**config.mk**
```make
export PLATFORM = sky130hd
export DESIGN_NAME = zigbee_test_ctrl
export DESIGN_NICKNAME = d
export VERILOG_FILES = /design/src/rtl/zigbee_test_ctrl.sv
export SDC_FILE = /design/constraint.sdc
export NUM_CORES = 1
export LEC_CHECK = 0
export ABC_AREA = 0
export CELL_PAD_IN_SITES_DETAIL_PLACEMENT = 0
export CELL_PAD_IN_SITES_GLOBAL_PLACEMENT = 1
export CORE_MARGIN = 8
export CORE_UTILIZATION = 45
export CTS_CLUSTER_DIAMETER = 150
export DETAILED_ROUTE_END_ITERATION = 7
export PLACE_DENSITY = 0.83
export SETUP_SLACK_MARGIN = 0.02
export SLEW_MARGIN = 20
export SYNTH_ARGS = -nofsm -noshare
export SYNTH_HDL_FRONTEND = slang
export SYNTH_SLANG_ARGS = --single-unit
```
**constraint.sdc**
```tcl
create_clock -name inClock -period 2.8 [get_ports inClock]
set_input_delay 0.56 -clock inClock [delete_from_list [all_inputs] [get_ports inClock]]
set_output_delay 0.56 -clock inClock [all_outputs]
set_load 0.02 [all_outputs]
```
**src/rtl/zigbee_test_ctrl.sv**
```systemverilog
// zigbee_test_ctrl: test-mode configuration controller for the ZigBee
// transceiver observation/injection fabric.
//  - Loads a 16-bit select word as 4-bit nibbles, least-significant first,
//    into a shadow register.
//  - A commit copies shadow to active atomically.
//  - The outSel* lines are driven from the active register.
//  - Auto-sweep steps {SEL9,SEL15} through all 16 combinations.
//    Each step is held for SETTLE_CYCLES cycles, then followed by one
//    capture-strobe cycle.
// Optional build macro: ZB_TEST_CTRL_CHECKSUM_EN
//  - Requires a 5th nibble equal to the XOR of the four data nibbles.
//  - A commit with a wrong checksum is rejected.
module zigbee_test_ctrl #(
    parameter int SETTLE_CYCLES = 4,
    parameter int SETTLE_W      = 3
) (
    input  logic       inClock,
    input  logic       inReset,
    input  logic [3:0] inNibble,
    input  logic       inNibbleValid,
    input  logic       inCommit,
    input  logic       inSweepStart,
    input  logic       inSweepAbort,
    output logic       outReady,
    output logic       outApplied,
    output logic       outLoadError,
    output logic [2:0] outSel1,
    output logic [2:0] outSel2,
    output logic       outSel3,
    output logic [1:0] outSel6,
    output logic [1:0] outSel9,
    output logic       outSel11,
    output logic       outSel12,
    output logic [1:0] outSel15,
    output logic       outSel17,
    output logic       outCapture,
    output logic       outSweepBusy,
    output logic       outSweepDone
);

`ifdef ZB_TEST_CTRL_CHECKSUM_EN
    localparam logic [2:0] LAST_NIBBLE = 3'd4;
`else
    localparam logic [2:0] LAST_NIBBLE = 3'd3;
`endif
    localparam logic [SETTLE_W-1:0] SETTLE_LAST = SETTLE_W'(SETTLE_CYCLES - 1);
    localparam logic [3:0]          LAST_IDX    = 4'd15;

    typedef enum logic [1:0] {
        IDLE    = 2'd0,
        SETTLE  = 2'd1,
        CAPTURE = 2'd2,
        DONE    = 2'd3
    } stateType;

    // XOR of the four data nibbles of a configuration word.
    function automatic logic [3:0] nibbleXor(input logic [15:0] word);
        nibbleXor = word[3:0] ^ word[7:4] ^ word[11:8] ^ word[15:12];
    endfunction

    stateType              state;
    stateType              stateNext;
    logic [15:0]           shadow;
    logic [15:0]           shadowNext;
    logic [2:0]            nibCnt;
    logic [2:0]            nibCntNext;
    logic                  shadowFull;
    logic                  shadowFullNext;
    logic [15:0]           active;
    logic [15:0]           activeNext;
    logic [3:0]            sweepIdx;
    logic [3:0]            sweepIdxNext;
    logic [SETTLE_W-1:0]   settleCnt;
    logic [SETTLE_W-1:0]   settleCntNext;
    logic                  appliedNext;
    logic                  loadErrorNext;
    logic                  commitOk;
    logic [1:0]            sel9Next;
    logic [1:0]            sel15Next;
`ifdef ZB_TEST_CTRL_CHECKSUM_EN
    logic [3:0]            checksum;
    logic [3:0]            checksumNext;
`endif

    // Decide whether a commit on the current shadow contents is acceptable.
    always_comb begin
`ifdef ZB_TEST_CTRL_CHECKSUM_EN
        commitOk = shadowFull && (nibbleXor(shadow) == checksum);
`else
        commitOk = shadowFull;
`endif
    end

    // Next-state logic: sweep sequencing, nibble loading, and commit handling.
    always_comb begin
        stateNext      = state;
        shadowNext     = shadow;
        nibCntNext     = nibCnt;
        shadowFullNext = shadowFull;
        activeNext     = active;
        sweepIdxNext   = sweepIdx;
        settleCntNext  = settleCnt;
        appliedNext    = 1'b0;
        loadErrorNext  = 1'b0;
`ifdef ZB_TEST_CTRL_CHECKSUM_EN
        checksumNext   = checksum;
`endif
        case (state)
            IDLE: begin
                if (inSweepStart) begin
                    // Sweep wins over a simultaneous commit or nibble.
                    stateNext     = SETTLE;
                    sweepIdxNext  = 4'd0;
                    settleCntNext = '0;
                end else if (inCommit) begin
                    // Commit sees the pre-cycle shadow; a same-cycle nibble is dropped.
                    nibCntNext     = 3'd0;
                    shadowFullNext = 1'b0;
                    if (commitOk) begin
                        activeNext  = shadow;
                        appliedNext = 1'b1;
                    end else begin
                        loadErrorNext = 1'b1;
                    end
                end else if (inNibbleValid) begin
                    if (shadowFull) begin
                        // A nibble after a complete load starts a fresh load.
                        shadowNext[3:0] = inNibble;
                        nibCntNext      = 3'd1;
                        shadowFullNext  = 1'b0;
                    end else begin
                        case (nibCnt)
                            3'd0:    shadowNext[3:0]   = inNibble;
                            3'd1:    shadowNext[7:4]   = inNibble;
                            3'd2:    shadowNext[11:8]  = inNibble;
                            3'd3:    shadowNext[15:12] = inNibble;
                            default: begin
`ifdef ZB_TEST_CTRL_CHECKSUM_EN
                                checksumNext = inNibble;
`endif
                            end
                        endcase
                        if (nibCnt == LAST_NIBBLE) begin
                            nibCntNext     = 3'd0;
                            shadowFullNext = 1'b1;
                        end else begin
                            nibCntNext = nibCnt + 3'd1;
                        end
                    end
                end else begin
                    stateNext = IDLE;
                end
            end
            SETTLE: begin
                loadErrorNext = inCommit;
                if (inSweepAbort) begin
                    stateNext = IDLE;
                end else if (settleCnt == SETTLE_LAST) begin
                    stateNext = CAPTURE;
                end else begin
                    settleCntNext = settleCnt + 1'b1;
                end
            end
            CAPTURE: begin
                loadErrorNext = inCommit;
                if (inSweepAbort) begin
                    stateNext = IDLE;
                end else if (sweepIdx == LAST_IDX) begin
                    stateNext = DONE;
                end else begin
                    sweepIdxNext  = sweepIdx + 4'd1;
                    settleCntNext = '0;
                    stateNext     = SETTLE;
                end
            end
            DONE: begin
                loadErrorNext = inCommit;
                stateNext     = IDLE;
            end
            default: begin
                stateNext = IDLE;
            end
        endcase
    end

    // Observation selects follow the sweep index while a step is active, else the active word.
    always_comb begin
        sel9Next  = activeNext[10:9];
        sel15Next = activeNext[14:13];
        if ((stateNext == SETTLE) || (stateNext == CAPTURE)) begin
            sel9Next  = sweepIdxNext[3:2];
            sel15Next = sweepIdxNext[1:0];
        end else begin
            sel9Next  = activeNext[10:9];
            sel15Next = activeNext[14:13];
        end
    end

    // FSM state register.
    always_ff @(posedge inClock or posedge inReset) begin
        if (inReset) begin
            state <= IDLE;
        end else begin
            state <= stateNext;
        end
    end

    // Datapath registers: shadow/active configuration and sweep counters.
    always_ff @(posedge inClock or posedge inReset) begin
        if (inReset) begin
            shadow     <= 16'd0;
            nibCnt     <= 3'd0;
            shadowFull <= 1'b0;
            active     <= 16'd0;
            sweepIdx   <= 4'd0;
            settleCnt  <= '0;
`ifdef ZB_TEST_CTRL_CHECKSUM_EN
            checksum   <= 4'd0;
`endif
        end else begin
            shadow     <= shadowNext;
            nibCnt     <= nibCntNext;
            shadowFull <= shadowFullNext;
            active     <= activeNext;
            sweepIdx   <= sweepIdxNext;
            settleCnt  <= settleCntNext;
`ifdef ZB_TEST_CTRL_CHECKSUM_EN
            checksum   <= checksumNext;
`endif
        end
    end

    // Registered outputs, computed from next-state so they line up with the state they describe.
    always_ff @(posedge inClock or posedge inReset) begin
        if (inReset) begin
            outReady     <= 1'b1;
            outApplied   <= 1'b0;
            outLoadError <= 1'b0;
            outCapture   <= 1'b0;
            outSweepBusy <= 1'b0;
            outSweepDone <= 1'b0;
            outSel1      <= 3'd0;
            outSel2      <= 3'd0;
            outSel3      <= 1'b0;
            outSel6      <= 2'd0;
            outSel9      <= 2'd0;
            outSel11     <= 1'b0;
            outSel12     <= 1'b0;
            outSel15     <= 2'd0;
            outSel17     <= 1'b0;
        end else begin
            outReady     <= (stateNext == IDLE);
            outApplied   <= appliedNext;
            outLoadError <= loadErrorNext;
            outCapture   <= (stateNext == CAPTURE);
            outSweepBusy <= (stateNext != IDLE);
            outSweepDone <= (stateNext == DONE);
            outSel1      <= activeNext[2:0];
            outSel2      <= activeNext[5:3];
            outSel3      <= activeNext[6];
            outSel6      <= activeNext[8:7];
            outSel9      <= sel9Next;
            outSel11     <= activeNext[11];
            outSel12     <= activeNext[12];
            outSel15     <= sel15Next;
            outSel17     <= activeNext[15];
        end
    end

endmodule

```
# Word-level counts from Yosys, hierarchy flattened
# Index checks and enable logic that the tools add are counted.
# word_totals
regBits	67
in_bits	10
wordCells	104
# op_classes
addsub	3
eq_ne	16
mux	42
bitwise	3
n_reduce_logical	15
# op_table
cell	count
16-bit 2-to-1 mux	4
3-bit 2-to-1 mux	9
6-bit AND reduction	4
4-bit 2-to-1 mux	5
2-bit 2-to-1 mux	9
1-bit 2-to-1 mux	11
2-bit inequality test (second input constant)	5
3-bit by 2-bit == test with 1-bit output (second input constant)	3
3-bit one-hot mux with 3 select lines	1
2-bit == test (second input constant)	4
2-bit one-hot mux with 4 select lines	1
4-bit one-hot mux with 2 select lines	1
3-bit by 1-bit adder with 3-bit output (second input constant)	2
2-bit nonzero test	3
5-bit AND reduction	1
4-bit by 1-bit adder with 4-bit output (second input constant)	1
2-bit by 1-bit == test with 1-bit output (second input constant)	2
4-bit == test (second input constant)	1
2-bit zero test	2
3-bit by 1-bit == test with 1-bit output (second input constant)	1
3-bit zero test	1
1-bit NOT	3
3-bit AND reduction	1
3-bit nonzero test	1
other kinds (3)	3

# Logic depth before layout (Yosys ltp)
# logic_depth
depth_word	7
mapped_depth	9
mapped_depth_nobuf	9

# Least setup slack after synthesis
# No wires, ideal clock.
# synth_timing
path_kind	reg2reg
startpoint	register settleCnt[0]
endpoint	register outSel9[1]
t_arrival_ns	2.142
required_time_ns	2.675
path_slack_ns	0.534
path_stages_with_launch	8
n_path_buf	0
path_cell_list	dfrtp_1 > ha_1 > ha_1 > or3b_2 > a21oi_1 > nor2_1 > ha_1 > mux2_2
# synth_between
elab_chain_len	7
word_cells_on_any_way	8
classes_between	eq/ne: 3; mux: 4; reduce/logical: 1
# synth_lines
item	line	rtl
start, declared	73	logic [SETTLE_W-1:0] settleCnt;
start signal, assigned	226	settleCnt <= settleCntNext;
3-bit by 2-bit == test with 1-bit output (*)	158	end else if (settleCnt == SETTLE_LAST) begin
2-bit 2-to-1 mux (*)	158	
2-bit 2-to-1 mux (*)	156	if (inSweepAbort) begin
2-bit one-hot mux with 4 select lines (*)	108	case (state)
2-bit by 1-bit == test with 1-bit output or 2-bit == test (tied branches)	190	if ((stateNext == SETTLE) || (stateNext == CAPTURE)) begin
1-bit logical OR (*)	190	
2-bit 2-to-1 mux (*)	190	
net sel9Next[1]	78	logic [1:0] sel9Next;
end signal, assigned	262	outSel9 <= sel9Next;
end, declared	31	output logic [1:0] outSel9,
# Mark *: on every way through the listed nets, which the timed path passes. The rest lies on a longest branch.
# A chain may end at the register's enable or synchronous reset.

# Worst setup path after layout
# Ends and elaborated chain as after synthesis.

==> results.md <==
* Netlist cell types at 40
* FF+latch count, synth at 55
* DP Wirelength at 3.126 mm
* Ports at 32
* Final hold violation count at 0
* Initial antenna violation count at 0
* Worst relative slew slack at 70.19%
* Resize count post-CTS at 0
* Number of hold buffers added after cts at 0
* Gr usage total at 11.05%
* Vias in the first global route at 1,448
* Endpoints failing setup at 0
* Final WL at 4.215 mm
* Clk pin slew, worst setup/hold paths at 100 ps
* Layout Skew at 7.626 ps
* Yosys top cell by area: dfrtp_1
* Detailed-route wire length per cell at 14.89 um
* Final Cell Area at 0.002925 mm2
* CTS Buffer Depth at 2
* Die area at 0.008122 mm2
* Critical path endpoint category: flop
* Tmin final at 2385 ps
* Worst EP arrival at 2580 ps
* Clock Latency Late Sink at 300 ps
* Crit start category: flop
* Initial Utilization at 45.74%
* # fillers at 477
* Fin. max-slew vios at 0
* Die X at 90.12 um
* Die Y at 90.12 um
* Asr flop ratio synth at 100.0%
* Postcts setup bufs at 0
* Grt ovf at 0
* Post-Synthesis Cells at 182
* Total power draw at 2.044 mW
* Synth top area share at 54.66%
* RSZ-0062 raised after global routing: false
* CP Max Fanout at 4
* DR DRC count at 0
* Final net count at 232
* Commonest non-fill, non-tap cell in the layout: dfrtp_1
* First-pass GRT wire length at 7.265 mm
* ANT cells at 0
* Synth Area per Inst at 13.58 um2
* Share of cells above drive strength 1 at 22.27%
* Post-Syn Nets at 203
* CTS Buf Count at 5
* Crit Path Category: reg2reg
* Commonest non-fill, non-tap cells in the layout: dfrtp_1, clkdlybuf4s50_1, mux2_2, ha_1, a21oi_1
* Synth warn at 0
* CTS tree: built
* Worst R2R Path Depth at 7
* Slew @ Worst Pin at 446.2 ps
* Max-cap violation count at 0
* 1st-iter DRT viols at 63
* Core region area at 0.005405 mm2
* Power per cell area at 698.8 mW/mm2
* Fin Setup TNS at 0 ps
* Routability cong. at 0.7759
* Seq/Total Area, Yosys at 55.72%
* Hold path cells at 1
* Drt pass-1 iters at 4
* Synthesized cell area at 0.002472 mm2
* Worst min-delay path class: reg2reg
* Status: completed
* CTS root buf: clkbuf_8
* Required time of the worst setup path at 3000 ps
* Static Leak at 1.384 nW
* Fmax achieved at 419.2 MHz
* Area contributors post-synth: dfrtp_1, mux2_2, ha_1, mux2_1, buf_4
* Post-synth EDFFs at 0
* Port buffer count at 31
* Core Rows at 27
* Via Count at 1,392
* Via/cell ratio at 4.919
* Area Growth Syn to Fin at 18.32%
* Final ANT Viol Nets at 0
* Placed instance area at 0.002819 mm2
* Clock Sinks at 55
* CTS H-tree lvls at 2
* Largest net degree at the start of global routing at 38
* Crit share post-route at 85.19%
* Synth Flop Type: dfrtp_1
* Maximum VDD drop at 0.3554 mV
==> per-layer routing <==
layer  track usage (%)  share of wire [%]  vias to the layer above
li1                  -                  -                      684
met1             14.12                 48                      676
met2             16.99                 46                       26
met3             3.076                4.1                        6
met4             4.993                2.0                        0
met5                 0                  0                        -
==> final cells by class <==
type | count | area [um2] | share of cell area, %
Clock buffer | 5 | 68.82 | 2.352
Multi-Input combinational cell | 105 | 964.7 | 32.98
Tap cell | 72 | 90.09 | 3.080
Timing Repair Buffer | 35 | 352.8 | 12.06
Sequential cell | 55 | 1378 | 47.09
Clock inverter | 2 | 37.54 | 1.283
Inverter | 9 | 33.78 | 1.155
==> report_power, final <==
group | internal, mW | switching, mW
registers | 0.961 | 0.105
logic | 0.243 | 0.231
clock network | 0.261 | 0.243
==> cells by family (layout without fill, tap and decap cells) <==
logic type	count (synthesis)	count (layout)	synth area share [%]
DFF	55	55	55.72
muxes	34	34	15.59
xor gates and xnor gates	1	1	0.3543
AOI/OAI and AO/OA	24	24	6.478
and+or+nand+nor	35	35	11.03
buffers and inverters	22	51	5.263
adders and majority gates	11	11	5.567
==> critical path, stage by stage (launching register included) <==
cell,delay (ps)
dfrtp_1,410
ha_1,200
ha_1,210
or3b_2,460
a21oi_1,190
nor2_1,110
ha_1,360
mux2_2,340
==> path summary, 6_finish.rpt <==
kind | endpoint | slack [ps] | startpoint
worst max-delay path | outSel9[1]$_DFF_PP0_ | 410 | settleCnt[0]$_DFFE_PP0P_
worst min-delay path | shadow[8]$_DFFE_PP0P_ | 490 | shadow[8]$_DFFE_PP0P_
worst max register to register | outSel9[1]$_DFF_PP0_ | 410 | settleCnt[0]$_DFFE_PP0P_
worst min register to register | shadow[8]$_DFFE_PP0P_ | 490 | shadow[8]$_DFFE_PP0P_
max in group asynchronous | shadow[9]$_DFFE_PP0P_ | 1720 | inReset
min in group asynchronous | sweepIdx[0]$_DFF_PP0_ | 560 | inReset
==> cells in the mapped netlist (2+ instances only) <==
master,n
a21o_1,2
a21oi_1,10
buf_2,2
buf_4,10
dfrtp_1,54
ha_1,11
inv_1,9
mux2_1,8
mux2_2,24
nand2_1,5
nand2b_1,4
nor2_1,9
nor4b_4,2
o21ai_0,2
o2bb2ai_1,5
==> per-stage QoR <==
| stage | hold WS [ps] | utilization (%) | setup slack (ps) | std cells |
|---|---|---|---|---|
| floorplan | 452.2 | - | 533.6 | 182 |
| global placement | 466.0 | 52.15 | 262.3 | 276 |
| detailed placement | 470.6 | 52.15 | 256.6 | 276 |
| CTS | 495.7 | 54.12 | 406.8 | 283 |
| global route | 507.3 | 54.12 | 274.3 | 283 |
| finish | 487.8 | 54.12 | 414.8 | 283 |
==> state kept, by name, summed over array words and instances (netlist names), 2 cells and up <==
register   flops
nibCnt         3
settleCnt      3
outSel9        2
shadow        16
active        11
outSel1        2
state          2
outSel2        2
sweepIdx       4
outSel15       2
No activity file was read; power rests on OpenSTA's default activity.
